File: config.mk
export PLATFORM = sky130hd
export DESIGN_NAME = arb_response_router
export DESIGN_NICKNAME = d
export VERILOG_FILES = /design/src/rtl/arb_response_router.sv
export SDC_FILE = /design/constraint.sdc
export NUM_CORES = 1
export LEC_CHECK = 0
export ABC_AREA = 1
export CAP_MARGIN = 15
export CORE_ASPECT_RATIO = 0.7
export CORE_UTILIZATION = 47
export CTS_CLUSTER_SIZE = 24
export DETAILED_ROUTE_END_ITERATION = 16
export PLACE_DENSITY = 0.85
export RECOVER_POWER = 25
export REMOVE_ABC_BUFFERS = 1
export SLEW_MARGIN = 5
export SYNTH_ARGS = -nofsm -noshare
export SYNTH_HDL_FRONTEND = slang
export SYNTH_SLANG_ARGS = --single-unit
File: constraint.sdc
create_clock -name clk -period 3.6 [get_ports clk]
set_input_delay 0.36 -clock clk [delete_from_list [all_inputs] [get_ports clk]]
set_output_delay 0.36 -clock clk [all_outputs]
set_load 0.005 [all_outputs]
File: src/rtl/arb_response_router.sv
// ============================================================================
// arb_response_router : in-order ID FIFO routing target responses to requesters
// Rev 1.0
// ============================================================================
`default_nettype none

module arb_response_router #(
   parameter int REQUASTERS_QUANT = 4,
   parameter int DEPTH            = 4,
   parameter int DATA_W           = 32
) (
   input  logic                          clk,
   input  logic                          rst,
   input  logic [REQUASTERS_QUANT-1:0]   grants,
   input  logic                          req_accept,
   output logic                          stall,
   input  logic                          rsp_valid,
   input  logic [DATA_W-1:0]             rsp_data,
   output logic                          rsp_ready,
   output logic [REQUASTERS_QUANT-1:0]   out_valid,
   output logic [DATA_W-1:0]             out_data,
   output logic [$clog2(DEPTH+1)-1:0]    outstanding,
   output logic                          err
);

   localparam int IDX_W = $clog2(REQUASTERS_QUANT);
   localparam int PTR_W = $clog2(DEPTH);
   localparam int CNT_W = $clog2(DEPTH+1);

   logic [IDX_W-1:0] fifo_mem [DEPTH];
   logic [PTR_W-1:0] wr_ptr;
   logic [PTR_W-1:0] rd_ptr;
   logic [IDX_W-1:0] push_idx;
   logic             any_grant;
   logic             grant_onehot;
   logic             push;
   logic             pop;

   assign stall        = (outstanding == CNT_W'(DEPTH));
   assign rsp_ready    = (outstanding != '0);
   assign any_grant    = |grants;
   assign grant_onehot = any_grant && ((grants & (grants - 1'b1)) == '0);
   assign pop          = rsp_valid & rsp_ready;
   // A pop in the same cycle frees a slot, so a full FIFO can still accept.
   assign push         = req_accept & any_grant & (~stall | pop);

   always_comb begin
      push_idx = '0;
      for (int i = REQUASTERS_QUANT - 1; i >= 0; i--) begin
         if (grants[i]) push_idx = IDX_W'(i);
      end
   end

   always_ff @(posedge clk) begin
      if (!rst && push) fifo_mem[wr_ptr] <= push_idx;
   end

   always_ff @(posedge clk) begin
      if (rst) begin
         wr_ptr      <= '0;
         rd_ptr      <= '0;
         outstanding <= '0;
         out_valid   <= '0;
         out_data    <= '0;
         err         <= 1'b0;
      end else begin
         if (push) wr_ptr <= wr_ptr + 1'b1;
         if (pop)  rd_ptr <= rd_ptr + 1'b1;

         if (push && !pop)      outstanding <= outstanding + 1'b1;
         else if (pop && !push) outstanding <= outstanding - 1'b1;

         if (pop) begin
            out_valid <= REQUASTERS_QUANT'(1) << fifo_mem[rd_ptr];
            out_data  <= rsp_data;
         end else begin
            out_valid <= '0;
         end

         if ((req_accept && any_grant && stall && !pop) ||
             (rsp_valid && !rsp_ready) ||
             (req_accept && !grant_onehot))
            err <= 1'b1;
      end
   end

endmodule

`default_nettype wire
======== Yosys cells after proc, flatten, opt, wreduce, memory -nomap -nowiden ========
Memory sizes are Yosys's and may differ from the RTL's. A register that Yosys moved wholly into a read port is not among the register bits.
Index checks and enable logic that the tools add are counted.
word-level totals
  flip-flop bits (word level) ............. 44
  bits in writable memories ............... 8
  word-level logic and storage cells ...... 52
  memories kept ........................... 1
memory list
  name      depth  bits a word  rd ports  clocked after Yosys merged registers in  wr ports  RTL line  source
  fifo_mem  4      2            1         1                                        1         30        logic [IDX_W-1:0] fifo_mem [DEPTH];
operators by class
  add/sub/neg operators ................... 5
  equal/unequal tests ..................... 1
  shift-type cells ........................ 1
  muxes and demuxes ....................... 10
  bitwise gates (word level) .............. 7
  reductions and logical operators ........ 21
operator list
  cell                                                                number
  2-bit two-way mux                                                   6
  1-bit logical AND                                                   9
  3-bit two-way mux                                                   2
  1-bit zero test                                                     5
  2-bit by 1-bit adder with 2-bit output, second input constant       2
  4-bit AND                                                           1
  4-bit zero test                                                     1
  4-bit OR reduction                                                  1
  1-bit by 2-bit left shift with 4-bit output, first input constant   1
  4-bit by 1-bit subtractor with 4-bit output, second input constant  1
  3-bit by 1-bit adder with 3-bit output, second input constant       1
  1-bit AND                                                           3
  3-bit equality test, second input constant                          1
  3-bit nonzero test                                                  1
  3-bit by 1-bit subtractor with 3-bit output, second input constant  1
  1-bit logical OR                                                    2
  1-bit two-way mux                                                   2
  1-bit NOT                                                           2
  2-bit nonzero test                                                  1
  2-bit OR reduction                                                  1
  1-bit OR                                                            1

======== Longest topological paths before layout ========
Gate-level depths: netlist of run 1.
  word-level depth ........................ 8
  depth in mapped cells ................... 12

======== Worst setup path before layout of run 1 ========
No wires, ideal clock.
  kind .................................... register to register
  start ................................... register outstanding[0]
  end ..................................... register outstanding[2]
  library setup time ...................... 0.119 ns
  data arrival time ....................... 1.747 ns
  setup slack ............................. 1.733 ns
  cell stages (with the launch flop) ...... 12
  clock period less this slack ............ 1.867 ns
  path through ............................ dfxtp_1 nor2_4 nand2_4 nand2_8 buf_6 ha_1 inv_1 fa_1 nand2_1 nand3_1 o21ai_0 a21oi_1
between the ends
  cells in the longest elaborated chain, start to end .. 7
RTL lines
  item                                 RTL line  source
  from (decl)                          22        output logic [$clog2(DEPTH+1)-1:0] outstanding,
  from (signal assigned)               70        if (push && !pop) outstanding <= outstanding + 1'b1;
  from (signal assigned)               71        else if (pop && !push) outstanding <= outstanding - 1'b1;
  3-bit nonzero test (*)               40        assign rsp_ready = (outstanding != '0);
  via rsp_ready                        19        output logic rsp_ready,
  1-bit AND (*)                        43        assign pop = rsp_valid & rsp_ready;
  1-bit OR                             45        assign push = req_accept & any_grant & (~stall | pop);
  1-bit AND                            45
  1-bit zero test                      71
  1-bit logical AND                    71
  2-bit nonzero test (no source line)  -
The timed path passes the listed nets; every way through them passes the cells marked *. The select of a mux whose other input is x is not followed.
A chain may end at the register's enable or synchronous reset.

======== Worst setup path in the final report of run 1 ========
  start ................................... input port rsp_valid
  end ..................................... register outstanding[2]
between the ends
  cells in the longest elaborated chain, start to end .. 6
RTL lines
  item                                 RTL line  source
  from (decl)                          17        input logic rsp_valid,
  1-bit AND (*)                        43
  1-bit OR                             45
  1-bit AND                            45
  1-bit zero test                      71
  1-bit logical AND                    71
  2-bit nonzero test (no source line)  -
Mark *: on every way between the ends. The rest lies on a longest branch, timed or not.

==> impl_metrics.json, run 1 <==
{
  "worst-r2r-cell-count": 10,
  "peakVddDrop_mv": 0.4748,
  "numCtsBuffers": 5,
  "antenna_left": 0,
  "clk_latency_ns": 0.30,
  "drive_gt1_frac": 0.04130,
  "dp_hpwl_um": 3422,
  "cap_violations": 0,
  "drt_iter0_drc": 70,
  "r2r_start": "outstanding[0]",
  "drt_wl_total_um": 4685,
  "finalSetupViolCount": 0,
  "ys.flop_type": "dfxtp_1",
  "min_period_ns": 2.686,
  "place.port_buffers": 81,
  "combinationalPowerShare": 0.388,
  "netSwitchingPower_w": 0.0006568,
  "setup_ws_ns": 0.9141,
  "tns_ns": 0,
  "gp_congestion": 0.7062,
  "power_leakage_nw": 1.263,
  "dr.pass1.iters": 4,
  "dp.cells": 387,
  "grt_usage": 0.1987,
  "critPathMaxFanout": 36,
  "holdPathStages": 2,
  "clkSinkCount": 54,
  "grt_pass1_vias": 1687,
  "final_util": 0.6971,
  "num_rows": 20,
  "fin_crit_sh": 0.7461,
  "synth_common_cells": "87 x nor2_1, 46 x dfxtp_1, 34 x o21ai_0, 22 x nand2_1, 18 x inv_1",
  "p_per_area_nw_per_um2": 667.0,
  "cts-root-buf": "clkbuf_8",
  "io_pins": 82,
  "clock_path_buffers": 2,
  "synth_top_cell_area_share": 0.4232,
  "die-area_um2": 4910,
  "cts_resized": 0,
  "avgViaCountPerCell": 4.815,
  "crit_type": "in2reg",
  "synth_cell_type_count": 25,
  "netlist_area_um2": 2176,
  "worst_hold_slack_ns": 0.4867,
  "min-delay-start": "out_data[14]",
  "synth-async-reset-ratio": 0,
  "cts_tree": "done",
  "internal-power_w": 0.001379,
  "max_slew_margin": 0.2801,
  "hold_buffers": 0,
  "hold_violations": 0,
  "dp_slack_ns": 1.112,
  "cpPeakStageDelay_ns": 0.79,
  "rsz0062_at_grt": "false",
  "h-tree-depth": 2,
  "r2r_slack_ns": 0.92,
  "hold_end": "out_data[14]",
  "grt_pass1_wl_um": 7569,
  "core_um2": 4379,
  "dieHeight_um": 58.93,
  "wl_per_cell_um": 11.89,
  "finalMaxSlewViolations": 0,
  "grt_max_degree": 39,
  "ys_seq_area_frac": 0.5336,
  "clkPwrFrac": 0.188,
  "critPathMostFrequentCell": "nand2_1",
  "critical_path_arrival_ns": 2.88,
  "path_clk_slew_ns": 0.09,
  "yosysTopAreaCell": "dfxtp_1",
  "cp-start-kind": "input port",
  "crit_chain": "dlygate4sd3_1 -> nand2_1 -> ha_1 -> inv_1 -> fa_1 -> nand2_1 -> nand3_1 -> o21ai_0 -> a21oi_1",
  "hold_class": "reg2reg",
  "final_cells": 394,
  "max_freq_ghz": 0.3723,
  "final_nets": 385,
  "synth_most_common_cell": "nor2_1",
  "fin_skew_ns": 0.006218,
  "seq_power_share": 0.424,
  "critical-path-slowest-cell": "nand2_1",
  "critPathCaptureType": "register",
  "cp.required_ns": 3.80,
  "gr-total-overflow": 0,
  "yosysWarnings": 0,
  "initial_core_util": 0.4969,
  "regToRegEndpoint": "outstanding[2]",
  "diodes": 0,
  "cts_setup_buffers": 0,
  "via_count": 1897,
  "synth_edf_count": 8,
  "synthCells": 261,
  "drcViolationCount": 0,
  "synth_area_leaders": "dfxtp_1 42%, nor2_1 15%, edfxtp_1 11%",
  "syn2layout_area_growth_pct": 40.31,
  "antenna_found_initial": 0,
  "die_w_um": 83.33,
  "syn_avg_cell_area_um2": 8.337,
  "tightest_slew_ns": 1.077,
  "ys_seq_elements": 54,
  "outcome": "complete, no violations",
  "swShare": 0.3226
}
-- kinds of logic after synthesis --
| group | after synthesis | share of synthesized area |
|---|---|---|
| buffers and inverters | 31 | 0.07648 |
| xor gates and xnor gates | 2 | 0.008052 |
| AOI/OAI and AO/OA | 46 | 0.1075 |
| DFF | 54 | 0.5336 |
| and+or+nand+nor | 122 | 0.2363 |
| adders and majority gates | 6 | 0.03795 |
-- worst max-delay path: cells and delay by family --
kind                     cells  cell delay (ns)
AO/OA/AOI/OAI                2             0.21
buffers and inverters        2             0.64
AND/OR/NAND/NOR              3             0.97
adder cells (fa/ha/maj)      2             0.70
-- cells in the final DEF, fill, tap and decap left out, drive strengths merged --
| cell | synthesis | layout |
|---|---|---|
| nand2 | 25 | 25 |
| a21oi | 7 | 7 |
| clkbuf | 1 | 7 |
| xor2 | 2 | 2 |
| dfxtp | 46 | 46 |
| nor2 | 89 | 89 |
| fa | 1 | 1 |
| nor3 | 1 | 1 |
| inv | 21 | 21 |
| nand3 | 7 | 7 |
| dlygate4sd3 | 0 | 6 |
| edfxtp | 8 | 8 |
| o21ai | 39 | 39 |
| ha | 5 | 5 |
| clkdlybuf4s50 | 0 | 75 |
-- layout make-up --
type / instances / area, µm²
flip-flops and latches: 54 / 1161
inverters: 21 / 83.83
fillers: 332 / 1326
clock buffers: 7 / 107.6
multi-input cells: 176 / 820.8
repair buffers: 81 / 810.8
well taps: 55 / 68.82
-- layer usage --
| layer | wire length, µm | global-route usage | part of all wire | up-vias |
|---|---|---|---|---|
| met4 | 64 | 0.08374 | 0.014 | 0 |
| met3 | 259 | 0.05330 | 0.055 | 6 |
| met5 | 0 | 0 | 0 | - |
| met2 | 2185 | 0.3419 | 0.47 | 52 |
| met1 | 2175 | 0.2411 | 0.46 | 860 |
| li1 | - | - | - | 979 |
-- sequential cells by signal, indices dropped and copies added, names as in the netlist, named ones only --
register / count
err: 1
fifo_mem: 8
out_data: 32
out_valid: 4
outstanding: 3
rd_ptr: 2
wr_ptr: 2
-- metrics by stage --
stage | instance area (µm²) | power (W)
finish | 3053 | 0.002036
global placement | 2973 | 0.001664
global route | 3053 | 0.002174
floorplan | 2093 | 0.001267
detailed placement | 2973 | 0.001692
CTS | 3080 | 0.002077
-- how the worst max path moves through the flow --
stage                               from        endpoint  cells past startpoint
after floorplan           outstanding[0]  outstanding[2]                     10
after global placement         rsp_valid  outstanding[2]                     12
after detailed placement       grants[1]  outstanding[2]                     12
after CTS                      grants[1]  outstanding[2]                     12
after global routing      outstanding[0]  outstanding[2]                     10
final                          rsp_valid  outstanding[2]                      9
-- power by group through the flow --
stage	Combinational [W]	Clock (W)	Sequential [W]
after floorplan	0.000385	0	0.000882
after global placement	0.000793	0	0.000871
after detailed placement	0.000816	0	0.000876
after CTS	0.000820	0.000393	0.000864
after global routing	0.000879	0.000413	0.000883
final	0.000791	0.000383	0.000863
Power figures use the tool's default switching activity.
==> run 2, diff against run 1 <==
Settings changed: CORE_UTILIZATION 47 to 44, PLACE_DENSITY 0.85 to 0.8.
Clock period 3.6 ns to 2.5 ns, I/O delays scaled along.
==> run 2 against run 1 <==
Clock power rose by 31%. Clock skew rose by 0.0018 ns. Hold slack got worse by 0.0026 ns. Clock-buffer cell count fell by 1. Via count fell by 1.2%. Wire length rose by 6.8%. Highest routed layer unchanged. Register-to-register slack got worse by 0.40 ns. Die area rose by 6.6%. Global-route usage rose by 0.77 points.
==> impl_metrics.json, run 2 (synthesized netlist as in run 1, its figures left out) <==
{
  "max_freq_ghz": 0.4651,
  "core_um2": 4529,
  "min_period_ns": 2.150,
  "dp_hpwl_um": 3638,
  "final_nets": 389,
  "h-tree-depth": 2,
  "crit_type": "in2reg",
  "layout_common_cells": "87 x nor2_1, 65 x clkdlybuf4s50_1, 46 x dfxtp_1",
  "place.port_buffers": 81,
  "grt_pass1_wl_um": 8162,
  "setup_ws_ns": 0.3499,
  "peakVddDrop_mv": 0.6464,
  "outcome": "complete, no violations",
  "power_leakage_nw": 1.308,
  "numCtsBuffers": 5,
  "initial_core_util": 0.4804,
  "hold_violations": 0,
  "grt_pass1_vias": 1812,
  "largest_reg_flops": 32,
  "cts-root-buf": "clkbuf_8",
  "p_per_area_nw_per_um2": 938.3,
  "cap_violations": 0,
  "mostFrequentLayoutCell": "nor2_1",
  "antenna_found_initial": 0,
  "antenna_left": 0,
  "rsz0062_at_grt": "false",
  "reg_top3": "out_data x32, fifo_mem x8, out_valid x4",
  "diodes": 0,
  "die-area_um2": 5235,
  "io_pins": 82,
  "cts_tree": "done",
  "max_slew_margin": 0.7393,
  "via_count": 1875,
  "grt_max_degree": 37,
  "fin_crit_sh": 0.8600,
  "hold_class": "reg2reg",
  "avgViaCountPerCell": 4.573,
  "critical_path_arrival_ns": 2.35,
  "finalSetupViolCount": 0,
  "gp_congestion": 0.7944,
  "cp.required_ns": 2.70,
  "drt_iter0_drc": 65,
  "drt_wl_total_um": 5005,
  "path_clk_slew_ns": 0.09,
  "cp-start-kind": "input port",
  "clk_latency_ns": 0.31,
  "crit_family": "buffers and inverters",
  "hold_buffers": 0,
  "multiInputGateArea_um2": 848.3,
  "cts_setup_buffers": 0,
  "cts_resized": 0,
  "critPathCaptureType": "register",
  "tns_ns": 0,
  "drcViolationCount": 0,
  "syn2layout_area_growth_pct": 42.96,
  "wl_per_cell_um": 12.21,
  "clock_path_buffers": 2,
  "critPathMaxFanout": 4,
  "drive_gt1_frac": 0.06395,
  "tightest_slew_ns": 0.3880,
  "crit_chain": "dlygate4sd3_1 -> nor2_1 -> nand2_1 -> nand2_1 -> nor2_4 -> ha_1 -> inv_1 -> fa_1 -> nand2_1 -> nand3_1 -> o21ai_0 -> a21oi_1",
  "clkSinkCount": 54,
  "regArea_um2": 1161,
  "largest-register": "out_data",
  "critical-path-slowest-cell": "dlygate4sd3_1",
  "dieHeight_um": 60.84,
  "gr-total-overflow": 0,
  "fin_skew_ns": 0.008037,
  "critPathMostFrequentCell": "nand2_1",
  "finalMaxSlewViolations": 0,
  "num_rows": 20,
  "grt_usage": 0.2064,
  "dp_slack_ns": 0.1076,
  "fillCellCount": 362,
  "cpPeakStageDelay_ns": 0.60,
  "die_w_um": 86.05,
  "cp_num_buf_inv": 2,
  "dr.pass1.iters": 4
}
-- run 2: changes by cell type in the layout (fill, tap and decap cells not counted), sizes merged --
cell,change
buf,+4
clkinv,+1
clkbuf,-1
dlygate4sd3,+10
clkdlybuf4s50,-10
inv,+1
-- run 2: worst paths after layout --
| check | startpoint | to | slack [ns] | cells after the start |
|---|---|---|---|---|
| setup / recovery | grants[1] | outstanding[2] | 0.35 | 12 |
| hold / removal | out_data[20] | out_data[20] | 0.48 | 2 |
| setup reg to reg | outstanding[0] | outstanding[2] | 0.52 | 11 |
| hold reg to reg | out_data[20] | out_data[20] | 0.48 | 2 |
-- run 2: layer usage --
layer | GRT usage | share of wire | wire (µm) | up-vias
met1 | 0.2293 | 0.45 | 2253 | 834
met5 | 0 | 0 | 0 | -
met3 | 0.04354 | 0.036 | 180 | 13
li1 | - | - | - | 984
met2 | 0.3866 | 0.48 | 2419 | 44
met4 | 0.1024 | 0.030 | 152 | 0
-- run 2: per-stage QoR --
step	hold WS [ns]	utilization	instance area [µm²]	cells	power, W
2_1_floorplan	0.3170	-	2093	251	0.001825
3_3_place_gp	0.4624	0.6660	3017	402	0.002420
3_5_place_dp	0.4739	0.6660	3017	402	0.002462
4_1_cts	0.4933	0.6867	3110	410	0.002968
5_1_grt	0.5073	0.6867	3110	410	0.003136
6_report	0.4841	0.6867	3110	410	0.002919
-- run 2: area by class of cell --
| class | instances | area share |
|---|---|---|
| clock inverters | 2 | 0.003620 |
| clock buffers | 6 | 0.02655 |
| flip-flops and latches | 54 | 0.3733 |
| multi-input cells | 176 | 0.2727 |
| repair buffers | 85 | 0.2703 |
| inverters | 21 | 0.02695 |
| well taps | 66 | 0.02655 |
-- run 2: worst reg2reg max path: stages (launching register included) --
cell and delay [ns]:
dfxtp_1 0.47, nor2_4 0.09, nand3_2 0.09, inv_1 0.07, nor2_4 0.11, ha_1 0.17
inv_1 0.06, fa_1 0.39, nand2_1 0.08, nand3_1 0.09, o21ai_0 0.17, a21oi_1 0.06
-- run 2: report_power, final --
group          leakage [nW]  internal [W]  switching (W)
logic                 0.803      0.000602       0.000570
registers             0.453       0.00110       0.000140
clock network        0.0515      0.000224       0.000279
==> run 3, diff against run 2 <==
Clock period 2.5 ns to 2.4 ns, I/O delays scaled along.
==> run 3 against run 2 <==
Die area unchanged. Hold slack worse by 0.0026 ns. Cell count is the same. Sequential cell count unchanged. First-iteration DRC count increased by 60%. Clock-buffer cell count grew 1.
==> impl_metrics.json, run 3 (synthesized netlist as in run 1, its figures left out) <==
{
  "num_rows": 20,
  "fillCellCount": 366,
  "drt_iter0_drc": 104,
  "die-area_um2": 5235,
  "final_util": 0.6895,
  "final_cells": 410,
  "largest_reg_flops": 32,
  "finalSetupViolCount": 0,
  "numCtsBuffers": 5,
  "antenna_left": 0,
  "r2r_start": "outstanding[0]",
  "cp-start-kind": "input port",
  "place.port_buffers": 81,
  "core_um2": 4529,
  "cp.required_ns": 2.60,
  "h-tree-depth": 2,
  "grt_pass1_vias": 1687,
  "die_w_um": 86.05,
  "p_per_area_nw_per_um2": 990.3,
  "cts_resized": 0,
  "via_count": 1889,
  "cpPeakStageDelay_ns": 0.58,
  "critPathMaxFanout": 4,
  "hold_violations": 0,
  "cts-root-buf": "clkbuf_8",
  "syn2layout_area_growth_pct": 43.53,
  "crit_chain": "dlygate4sd3_1 -> nor2_1 -> nand2_1 -> nand2_1 -> nor2_4 -> ha_1 -> inv_1 -> fa_1 -> nand2_1 -> nand3_1 -> o21ai_0 -> a21oi_1",
  "hold_buffers": 0,
  "path_clk_slew_ns": 0.09,
  "grt_pass1_wl_um": 7741,
  "largest-register": "out_data",
  "gr-total-overflow": 0,
  "layout_common_cells": "87 x nor2_1, 65 x clkdlybuf4s50_1, 46 x dfxtp_1",
  "power_leakage_nw": 1.309,
  "clkSinkCount": 54,
  "critPathCaptureType": "register",
  "reg_top3": "out_data x32, fifo_mem x8, out_valid x4",
  "diodes": 0,
  "tightest_slew_ns": 0.4363,
  "min_period_ns": 2.122,
  "setup_ws_ns": 0.2782,
  "critical_path_arrival_ns": 2.32,
  "finalMaxSlewViolations": 0,
  "drive_gt1_frac": 0.05814,
  "avgViaCountPerCell": 4.607,
  "cts_tree": "done",
  "rsz0062_at_grt": "false",
  "cap_violations": 0,
  "p_total_w": 0.003093,
  "cts_setup_buffers": 0,
  "drcViolationCount": 0,
  "antenna_found_initial": 0,
  "fin_crit_sh": 0.8841,
  "dp.cells": 402,
  "crit_type": "in2reg",
  "initial_core_util": 0.4804,
  "dp_slack_ns": 0.03103,
  "mostFrequentLayoutCell": "nor2_1",
  "outcome": "complete, no violations",
  "dr.pass1.iters": 4,
  "tns_ns": 0,
  "fin_skew_ns": 0.006403,
  "critical-path-slowest-cell": "dlygate4sd3_1",
  "grt_max_degree": 37,
  "final_nets": 389,
  "clock_path_buffers": 2,
  "max_slew_margin": 0.7069,
  "dp_hpwl_um": 3563,
  "io_pins": 82,
  "grt_usage": 0.1974,
  "crit_start": "grants[2]",
  "wl_per_cell_um": 11.78,
  "gp_congestion": 0.7852,
  "max_freq_ghz": 0.4713,
  "min-delay-start": "out_data[23]",
  "critPathMostFrequentCell": "nand2_1",
  "clk_latency_ns": 0.31,
  "drt_wl_total_um": 4828,
  "dieHeight_um": 60.84,
  "peakVddDrop_mv": 0.7938,
  "hold_class": "reg2reg"
}
[run 3: cell types whose count changed in the layout (fill, tap and decap cells not counted), sizes merged]
cell	before	now
bufinv	0	1
clkbuf	6	7
clkinv	1	0
inv	22	21
[run 3: layer usage]
| layer | part of all wire | global-route usage | up-vias |
|---|---|---|---|
| met4 | 0.017 | 0.09048 | 0 |
| met1 | 0.46 | 0.2261 | 848 |
| met2 | 0.49 | 0.3560 | 44 |
| met3 | 0.039 | 0.05170 | 7 |
| li1 | - | - | 990 |
| met5 | 0 | 0 | - |
[run 3: through the flow]
step	hold WS (ns)	instance area [µm²]
6_report	0.4815	3123
5_1_grt	0.5044	3123
4_1_cts	0.4910	3123
3_5_place_dp	0.4717	3017
3_3_place_gp	0.4626	3017
2_1_floorplan	0.3070	2093
[run 3: final timing paths]
| kind | cells after the start | slack, ns | endpoint |
|---|---|---|---|
| hold reg to reg | 2 | 0.48 | out_data[23] |
| hold / removal | 2 | 0.48 | out_data[23] |
| setup reg to reg | 11 | 0.41 | outstanding[2] |
| setup / recovery | 12 | 0.28 | outstanding[2] |
[run 3: cell type report]
class | instances | area [µm²] | area share
sequential | 54 | 1161 | 0.3718
multi-input combinational | 176 | 848.3 | 0.2716
timing repair buffer | 85 | 840.8 | 0.2692
inverter | 21 | 83.83 | 0.02684
tap | 66 | 82.58 | 0.02644
clock buffer | 7 | 76.32 | 0.02444
clock inverter | 1 | 30.03 | 0.009615
[run 3: worst max-delay path: cells and delay by family]
family	cells	cell delay, ns
adders and majority gates	2	0.56
and+or+nand+nor	6	0.65
AOI/OAI and AO/OA	2	0.22
buffers and inverters	2	0.65
[run 3: report_power, final]
| part | switching, W | internal, W | total (W) |
|---|---|---|---|
| Combinational | 0.000581 | 0.000628 | 0.00121 |
| Clock | 0.000280 | 0.000312 | 0.000592 |
| Sequential | 0.000142 | 0.00115 | 0.00129 |
| Total | 0.00100 | 0.00209 | 0.00309 |
